### config.mk
export PLATFORM = sky130hd
export DESIGN_NAME = truth_table_sweeper
export DESIGN_NICKNAME = d
export VERILOG_FILES = /design/src/rtl/truth_table_sweeper.sv
export SDC_FILE = /design/constraint.sdc
export NUM_CORES = 1
export LEC_CHECK = 0
export BUFFER_PORTS_ARGS = -buffer_cell sky130_fd_sc_hd__buf_4
export CORE_MARGIN = 1.5
export CORE_UTILIZATION = 50
export CTS_CLUSTER_SIZE = 12
export DETAILED_ROUTE_END_ITERATION = 7
export GPL_TIMING_DRIVEN = 0
export PLACE_DENSITY = 0.72
export SETUP_SLACK_MARGIN = 0.2
export SYNTH_ARGS = -nofsm -noshare
export SYNTH_HDL_FRONTEND = slang
export SYNTH_SLANG_ARGS = --single-unit
### constraint.sdc
create_clock -name clk -period 2.13 [get_ports clk]
set_clock_uncertainty 0.05 [all_clocks]
set_input_delay 0.1065 -clock clk [delete_from_list [all_inputs] [get_ports clk]]
set_output_delay 0.1065 -clock clk [all_outputs]
set_load 0.005 [all_outputs]
### src/rtl/truth_table_sweeper.sv
// Exhaustive truth-table sweeper: walks every N_IN-bit vector, captures two responses, reports equivalence.
// Optional macro TT_SWEEP_STOP_ON_MISMATCH_EN ends the sweep at the first mismatching vector.
module truth_table_sweeper #(
    parameter int unsigned N_IN   = 3,
    parameter int unsigned SETTLE = 1
) (
    input  logic                  clk,
    input  logic                  rst,
    input  logic                  start,
    input  logic                  resp_a,
    input  logic                  resp_b,
    output logic [N_IN-1:0]       stim,
    output logic                  busy,
    output logic                  done,
    output logic [(1<<N_IN)-1:0]  table_a,
    output logic [(1<<N_IN)-1:0]  table_b,
    output logic                  match,
    output logic [N_IN:0]         mm_cnt,
    output logic [N_IN-1:0]       first_mm
);

    localparam int unsigned NUM_VEC = 1 << N_IN;
    localparam int unsigned CNT_W   = N_IN + 1;
    localparam int unsigned SET_W   = 4;
    localparam logic [N_IN-1:0]  LAST_VEC   = N_IN'(NUM_VEC - 1);
    localparam logic [SET_W-1:0] SETTLE_END = SET_W'(SETTLE);

    typedef enum logic [1:0] {
        IDLE  = 2'd0,
        SWEEP = 2'd1,
        DONE  = 2'd2
    } stateT;

    stateT              state;
    stateT              stateNext;
    logic [SET_W-1:0]   settleCnt;
    logic [SET_W-1:0]   settleCntNext;

    logic [N_IN-1:0]    stimNext;
    logic               busyNext;
    logic               doneNext;
    logic [NUM_VEC-1:0] tableANext;
    logic [NUM_VEC-1:0] tableBNext;
    logic               matchNext;
    logic [CNT_W-1:0]   mmCntNext;
    logic [N_IN-1:0]    firstMmNext;

    logic               sampleNow;
    logic               mismatch;
    logic               lastVec;
    logic               stopNow;

    assign sampleNow = (state == SWEEP) && (settleCnt == SETTLE_END);
    assign mismatch  = resp_a ^ resp_b;
    assign lastVec   = (stim == LAST_VEC);

    // Sweep ends on the last vector, or optionally on the first mismatching sample.
    always_comb begin
        stopNow = lastVec;
`ifdef TT_SWEEP_STOP_ON_MISMATCH_EN
        stopNow = lastVec | mismatch;
`endif
    end

    // Next-state and next-output logic; every register holds unless a branch overrides it.
    always_comb begin
        stateNext     = state;
        settleCntNext = settleCnt;
        stimNext      = stim;
        busyNext      = busy;
        doneNext      = 1'b0;
        tableANext    = table_a;
        tableBNext    = table_b;
        matchNext     = match;
        mmCntNext     = mm_cnt;
        firstMmNext   = first_mm;

        case (state)
            IDLE: begin
                if (start) begin
                    stateNext     = SWEEP;
                    settleCntNext = '0;
                    stimNext      = '0;
                    busyNext      = 1'b1;
                    tableANext    = '0;
                    tableBNext    = '0;
                    matchNext     = 1'b0;
                    mmCntNext     = '0;
                    firstMmNext   = '0;
                end
            end

            SWEEP: begin
                if (sampleNow) begin
                    tableANext[stim] = resp_a;
                    tableBNext[stim] = resp_b;
                    if (mismatch) begin
                        mmCntNext = mm_cnt + CNT_W'(1);
                        if (mm_cnt == '0) begin
                            firstMmNext = stim;
                        end
                    end
                    if (stopNow) begin
                        stateNext = DONE;
                        busyNext  = 1'b0;
                        doneNext  = 1'b1;
                        matchNext = (mmCntNext == '0);
                    end else begin
                        stimNext      = stim + N_IN'(1);
                        settleCntNext = '0;
                    end
                end else begin
                    settleCntNext = settleCnt + SET_W'(1);
                end
            end

            DONE: begin
                stateNext = IDLE;
            end

            default: begin
                stateNext = IDLE;
            end
        endcase
    end

    // State and output registers with synchronous reset.
    always_ff @(posedge clk) begin
        if (rst) begin
            state     <= IDLE;
            settleCnt <= '0;
            stim      <= '0;
            busy      <= 1'b0;
            done      <= 1'b0;
            table_a   <= '0;
            table_b   <= '0;
            match     <= 1'b0;
            mm_cnt    <= '0;
            first_mm  <= '0;
        end else begin
            state     <= stateNext;
            settleCnt <= settleCntNext;
            stim      <= stimNext;
            busy      <= busyNext;
            done      <= doneNext;
            table_a   <= tableANext;
            table_b   <= tableBNext;
            match     <= matchNext;
            mm_cnt    <= mmCntNext;
            first_mm  <= firstMmNext;
        end
    end

endmodule

==> flow_summary.yaml, run 1 <==
logic_synthesis:
  syn_avg_cell_area_um2: 9.44
  synth_top_area_cell: "dfxtp_1"
  postSynth.asyncResetShare_pct: 0
  ys_seq_elements: 35
  synth_cell_types: 42
  ys.flop_type: "dfxtp_1"
  synth_seq_area_share_pct: 42.4
  synth-edff-count: 0
  synth.top_cells.by_area: "dfxtp_1, a21oi_1, ha_1, a22o_1, o21ai_0"
  ys_warn_count: 0
  syn_nets: 186
  syn_inst: 175
  syn_area_um2: 1650
  yosys.area.top_type_share_pct: 42.4
floorplanning:
  die_w_um: 60.5
  ios: 34
  row_count: 20
  initial_utilization_pct: 53.3
  die_h_um: 60.5
  die_area_um2: 3660
  core_um2: 3100
power:
  leakage_nw: 0.839
  ir_drop_mv: 0.406
  pwr_density_cell_nw_per_um2: 581
  power_mw: 1.19
setup_path:
  reg2reg_from: "stim[0]$_SDFFE_PP0P_"
  slowest_stage: "or3_1"
  crit_top_cell: "ha_1"
  cp_slowest_stage_delay_ns: 0.39
  rrSetupSlack_ns: 0.31
  rr_worst_depth: 6
  cp.arrival_ns: 2.04
  worstSetupStartpoint: "stim[0]$_SDFFE_PP0P_"
  cp_max_fo: 7
  crit_chain: "ha_1 > ha_1 > nand2_1 > o221ai_2 > or3_1 > a21oi_1"
  r2r_end: "settleCnt[3]$_SDFFE_PP0P_"
  end_kind: "flop"
  required_ns: 2.35
  start_kind: "flop"
  critPathKind: "reg2reg"
clocking:
  cts_tree: "built"
  clkTransAtPathRegs_ns: 0.10
  cts-root-buf: "clkbuf_4"
  max-clock-path-buffers: 2
  cts_buffers: 5
  h-tree-depth: 2
  clk_latency_ns: 0.34
  hold_buffers: 0
  clock-sinks: 35
final_layout:
  fillers: 280
  syn_to_final_growth_pct: 23.8
  layout.nets: 227
  drive_gt1_share_pct: 27.3
  num_antenna_cells: 0
grt:
  grt_pass1_wl_um: 6210
  grt_max_degree: 11
  grt_pass1_vias: 1381
  grt_util_met3_pct: 5.97
  met2_usage_pct: 34.5
  grt_overflow: 0
  met1_usage_pct: 30.7
  grt_use_total_pct: 22.8
  antenna_found_initial: 0
  grt_busiest_layer: "met2"
place:
  io_buffer_count: 32
  place_hpwl_um: 2750
  pre_cts_slack_ns: 0.109
  gp_congestion: 0.879
worst_hold_path:
  hp-class: "in2reg"
  holdCritStartpoint: "resp_b"
  min_to: "table_b[1]$_SDFFE_PP0P_"
  whs_path_depth: 3
routing:
  num_vias: 1535
  drt_iter0_markers: 100
  antenna_left: 0
  viasPerCell: 5.90
  route.detailed.drc: 0
  wl_per_cell_um: 14.9
  dr.pass1.iters: 4
  drt_wl_total_um: 3880
timing:
  tightest_slew_ns: 0.625
  min_period_over_period_pct: 85.3
  clock.fmax_mhz: 551
  slew_headroom_pct: 58.2
  min_period_ns: 1.82
  drv_slew: 0
  finalHoldViolations: 0
  rsz0062_at_grt: "yes"
  setup_viol: 0
  holdWs_ns: 0.0618
  fin_setup_tns_ns: 0
  fin_ws_ns: 0.314
job:
  cap_violations: 0
run_status:
  status: "finished clean"
==> power by group <==
group | switching [mW] | internal, mW | total (mW)
clock | 0.217 | 0.153 | 0.370
combinational | 0.0909 | 0.0548 | 0.146
sequential | 0.00998 | 0.663 | 0.673
==> synthesized netlist by cell type, types with 3 or more instances <==
| cell type | count |
|---|---|
| a21o_1 | 4 |
| a21oi_1 | 21 |
| a22o_1 | 8 |
| a2bb2o_1 | 5 |
| clkbuf_1 | 6 |
| dfxtp_1 | 35 |
| ha_1 | 6 |
| inv_1 | 6 |
| nand2_1 | 5 |
| nand2b_1 | 4 |
| nand3_1 | 9 |
| nor2_1 | 6 |
| nor2b_1 | 3 |
| nor3_1 | 4 |
| o21ai_0 | 11 |
| o2bb2ai_1 | 3 |
| or3_1 | 4 |
==> cell type report <==
| class | instances | area, µm² | area share [%] |
|---|---|---|---|
| plain buffers | 9 | 43.8 | 2.14 |
| clock buffers | 6 | 51.3 | 2.51 |
| well taps | 44 | 55.1 | 2.69 |
| clock inverters | 1 | 5.00 | 0.245 |
| multi-input cells | 125 | 911 | 44.5 |
| repair buffers | 34 | 255 | 12.5 |
| inverters | 6 | 22.5 | 1.10 |
| flip-flops and latches | 35 | 702 | 34.3 |
==> placed cells by master (no fill, tap or decap), types with 2 or more instances in the layout <==
master / count
and3b_2: 2
a22o_1: 8
a31oi_1: 2
buf_2: 2
clkbuf_1: 6
or3_1: 4
nand3_2: 2
nor2_1: 6
o21ai_0: 11
nor3_1: 3
nand3_1: 7
dfxtp_1: 34
xor2_1: 2
buf_4: 34
o2bb2ai_1: 3
a21o_1: 4
inv_1: 6
a311oi_1: 2
nand2b_1: 4
nand2_1: 5
and3_1: 2
a32o_1: 2
nor2b_1: 2
o31ai_1: 2
ha_1: 6
clkbuf_4: 5
a2bb2o_1: 5
a21oi_1: 21
a211oi_1: 2
==> through the flow <==
step | util, % | instance area (µm²) | instances
after floorplan | - | 1650 | 175
after global placement | 62.8 | 1950 | 251
after detailed placement | 62.8 | 1950 | 251
after CTS | 64.8 | 2010 | 258
after global routing | 65.9 | 2050 | 260
final | 65.9 | 2050 | 260
==> worst max-delay path: cells and delay by family (launching register included) <==
kind	cells	cell delay, ns
adder cells (fa/ha/maj)	2	0.51
flip-flops	1	0.38
AND/OR/NAND/NOR	2	0.51
AO/OA/AOI/OAI	2	0.30
==> worst max path at each step <==
stage               slack [ns]                   endpoint  cells after the start
floorplan                 0.39       stim[0]$_SDFFE_PP0P_                      6
global placement          0.13    table_b[5]$_SDFFE_PP0P_                      6
detailed placement        0.11    table_b[5]$_SDFFE_PP0P_                      6
CTS                       0.22    table_a[3]$_SDFFE_PP0P_                      6
global route              0.18  settleCnt[3]$_SDFFE_PP0P_                      6
finish                    0.31  settleCnt[3]$_SDFFE_PP0P_                      6
==> flip-flops by register name, summed over array words and instances, names as in the netlist <==
name	cells
table_a	8
table_b	8
mm_cnt	4
settleCnt	4
first_mm	3
stim	3
state	2
busy	1
done	1
match	1
==> cell families (layout without fill, tap and decap cells) <==
logic type      after synthesis  in the layout  synth area share, %
buf+inv                      15             56                 4.01
fa+ha+maj                     6              6                 4.54
simple gates                 48             48                 18.6
mux                           1              1                0.681
compound gates               67             67                 28.2
xor+xnor                      3              3                 1.59
flops                        35             35                 42.4
==> timing repair <==
action | CTS | global route
setup endpoints to repair | 11 | 22
pin swaps | 0 | 3
cloned | 0 | 0
resized for setup | 1 | 7
buffers inserted | 0 | 2
==> routing by layer <==
metal  wire length [µm]  up-vias  share of wire (%)
li1                   -      740                  -
met1               1810      721                 47
met2               1760       62                 45
met3                225       12                5.8
met4                 87        0                2.2
met5                  0        -                  0
Power figures use the tool's default switching activity.
==> inputs of run 2 (changes only) <==
--- a/config.mk
+++ b/config.mk
@@ -8,6 +8,7 @@
 export BUFFER_PORTS_ARGS = -buffer_cell sky130_fd_sc_hd__buf_4
 export CORE_MARGIN = 1.5
 export CORE_UTILIZATION = 50
+export CTS_BUF_LIST = sky130_fd_sc_hd__clkbuf_8
 export CTS_CLUSTER_SIZE = 12
 export DETAILED_ROUTE_END_ITERATION = 7
 export GPL_TIMING_DRIVEN = 0
==> flow_summary.yaml, run 2 (synthesis gave the netlist of run 1 again) <==
run_status:
  status: "finished clean"
power:
  swShare_pct: 25.2
  leakage_nw: 0.855
  p_int_mw: 0.972
  p_sw_mw: 0.327
  clock_power_share_pct: 36.9
  pwr_density_cell_nw_per_um2: 624
  power_frac_comb_pct: 11.3
  seqPwrFrac_pct: 51.8
  ir_drop_mv: 0.463
setup_path:
  required_ns: 2.25
  cp_slowest_stage_delay_ns: 0.33
  start_kind: "flop"
  cp.arrival_ns: 1.95
  cp_max_fo: 9
  slowest_stage: "dfxtp_1"
  end_kind: "flop"
  crit_chain: "inv_1 > ha_1 > nor3b_2 > a21o_1 > buf_2 > a21oi_1 > a2bb2o_1"
  critPathKind: "reg2reg"
final_layout:
  final_cell_mix: "dfxtp_1, buf_4, a21oi_1"
  post-route-util_pct: 67.1
  fillers: 275
  layout.nets: 227
  num_antenna_cells: 0
  drive_gt1_share_pct: 27.8
  regArea_um2: 702
  multi_input_area_um2: 916
  largestRegisters: "table_a: 8 flops, table_b: 8 flops"
  syn_to_final_growth_pct: 26.0
routing:
  viasPerCell: 5.86
  num_vias: 1524
  dr.pass1.iters: 4
  drt_iter0_markers: 119
  drt_wl_total_um: 3880
  route.detailed.drc: 0
  wl_per_cell_um: 14.9
  antenna_left: 0
clocking:
  max-clock-path-buffers: 2
  clk_latency_ns: 0.28
  h-tree-depth: 2
  clock-sinks: 35
  cts_buffers: 5
  clkTransAtPathRegs_ns: 0.07
  cts-root-buf: "clkbuf_8"
  cts_tree: "built"
floorplanning:
  ios: 34
  initial_utilization_pct: 53.3
  core_um2: 3100
  die_w_um: 60.5
  die_h_um: 60.5
  row_count: 20
  die_area_um2: 3660
timing:
  drv_slew: 0
  min_period_over_period_pct: 85.8
  finalHoldViolations: 0
  fin_ws_ns: 0.303
  slew_headroom_pct: 57.6
  setup_viol: 0
  fin_setup_tns_ns: 0
  tightest_slew_ns: 0.634
  min_period_ns: 1.83
  clock.fmax_mhz: 547
  rsz0062_at_grt: "no"
place:
  pre_cts_slack_ns: 0.109
  place_hpwl_um: 2750
  io_buffer_count: 32
  gp_congestion: 0.879
grt:
  antenna_found_initial: 0
  grt_use_total_pct: 23.2
  grt_overflow: 0
  grt_pass1_vias: 1395
  grt_max_degree: 11
  grt_pass1_wl_um: 6300
worst_hold_path:
  hp-class: "in2reg"
job:
  cap_violations: 0
-- run 2: cell types whose count changed in the layout (fill, tap and decap cells not counted) --
cell / delta
clkbuf_4: -5
clkbuf_8: +5
nor3b_1: -1
nor3b_2: +1
-- run 2: stage by stage --
step | cell area, µm² | instances | hold WS [ns] | total power, mW
floorplan | 1650 | 175 | 0.265 | 0.786
global placement | 1950 | 251 | 0.401 | 0.824
detailed placement | 1950 | 251 | 0.405 | 0.825
CTS | 2040 | 258 | 0.123 | 1.30
global route | 2080 | 260 | 0.127 | 1.36
finish | 2080 | 260 | 0.129 | 1.30
-- run 2: cell type report --
class / instances / area share, %
sequential: 35 / 33.7
multi-input combinational: 125 / 44.0
inverter: 6 / 1.08
clock inverter: 1 / 0.240
tap: 44 / 2.64
timing repair buffer: 34 / 12.3
buffer: 9 / 2.10
clock buffer: 6 / 3.97
-- run 2: layer usage --
layer,global-route usage [%],vias to the layer above,wire length (µm)
met3,5.97,6,218
met1,30.8,721,1780
li1,-,742,-
met5,0,-,0
met2,35.7,55,1820
met4,9.94,0,61
-- run 2: repair_timing --
item / in CTS / in global routing
hold buffers: 0 / 0
buffers inserted: 0 / 2
resized for setup: 1 / 8
pin swaps: 0 / 2
setup endpoints to repair: 11 / 19
-- run 2: critical path, delay by kind of cell (launching register included) --
kind                     cells  cell delay, ns
adder cells (fa/ha/maj)      1            0.14
AO/OA/AOI/OAI                3            0.61
AND/OR/NAND/NOR              1            0.33
flip-flops                   1            0.33
buffers and inverters        2            0.25
-- run 2: power groups by stage --
stage	Clock [mW]	Combinational, mW	Sequential [mW]
6_report	0.480	0.146	0.674
5_1_grt	0.525	0.162	0.675
4_1_cts	0.487	0.140	0.673
3_5_place_dp	0	0.138	0.688
3_3_place_gp	0	0.137	0.687
2_1_floorplan	0	0.0999	0.686
-- run 2: path summary, 6_finish.rpt --
| path | from | end | slack, ns | depth (start not counted) |
|---|---|---|---|---|
| max | settleCnt[1]$_SDFFE_PP0P_ | table_b[5]$_SDFFE_PP0P_ | 0.30 | 7 |
| min | start | busy$_SDFFE_PP0P_ | 0.13 | 3 |
| max reg2reg | settleCnt[1]$_SDFFE_PP0P_ | table_b[5]$_SDFFE_PP0P_ | 0.30 | 7 |
| min reg2reg | table_a[1]$_SDFFE_PP0P_ | table_a[1]$_SDFFE_PP0P_ | 0.42 | 1 |
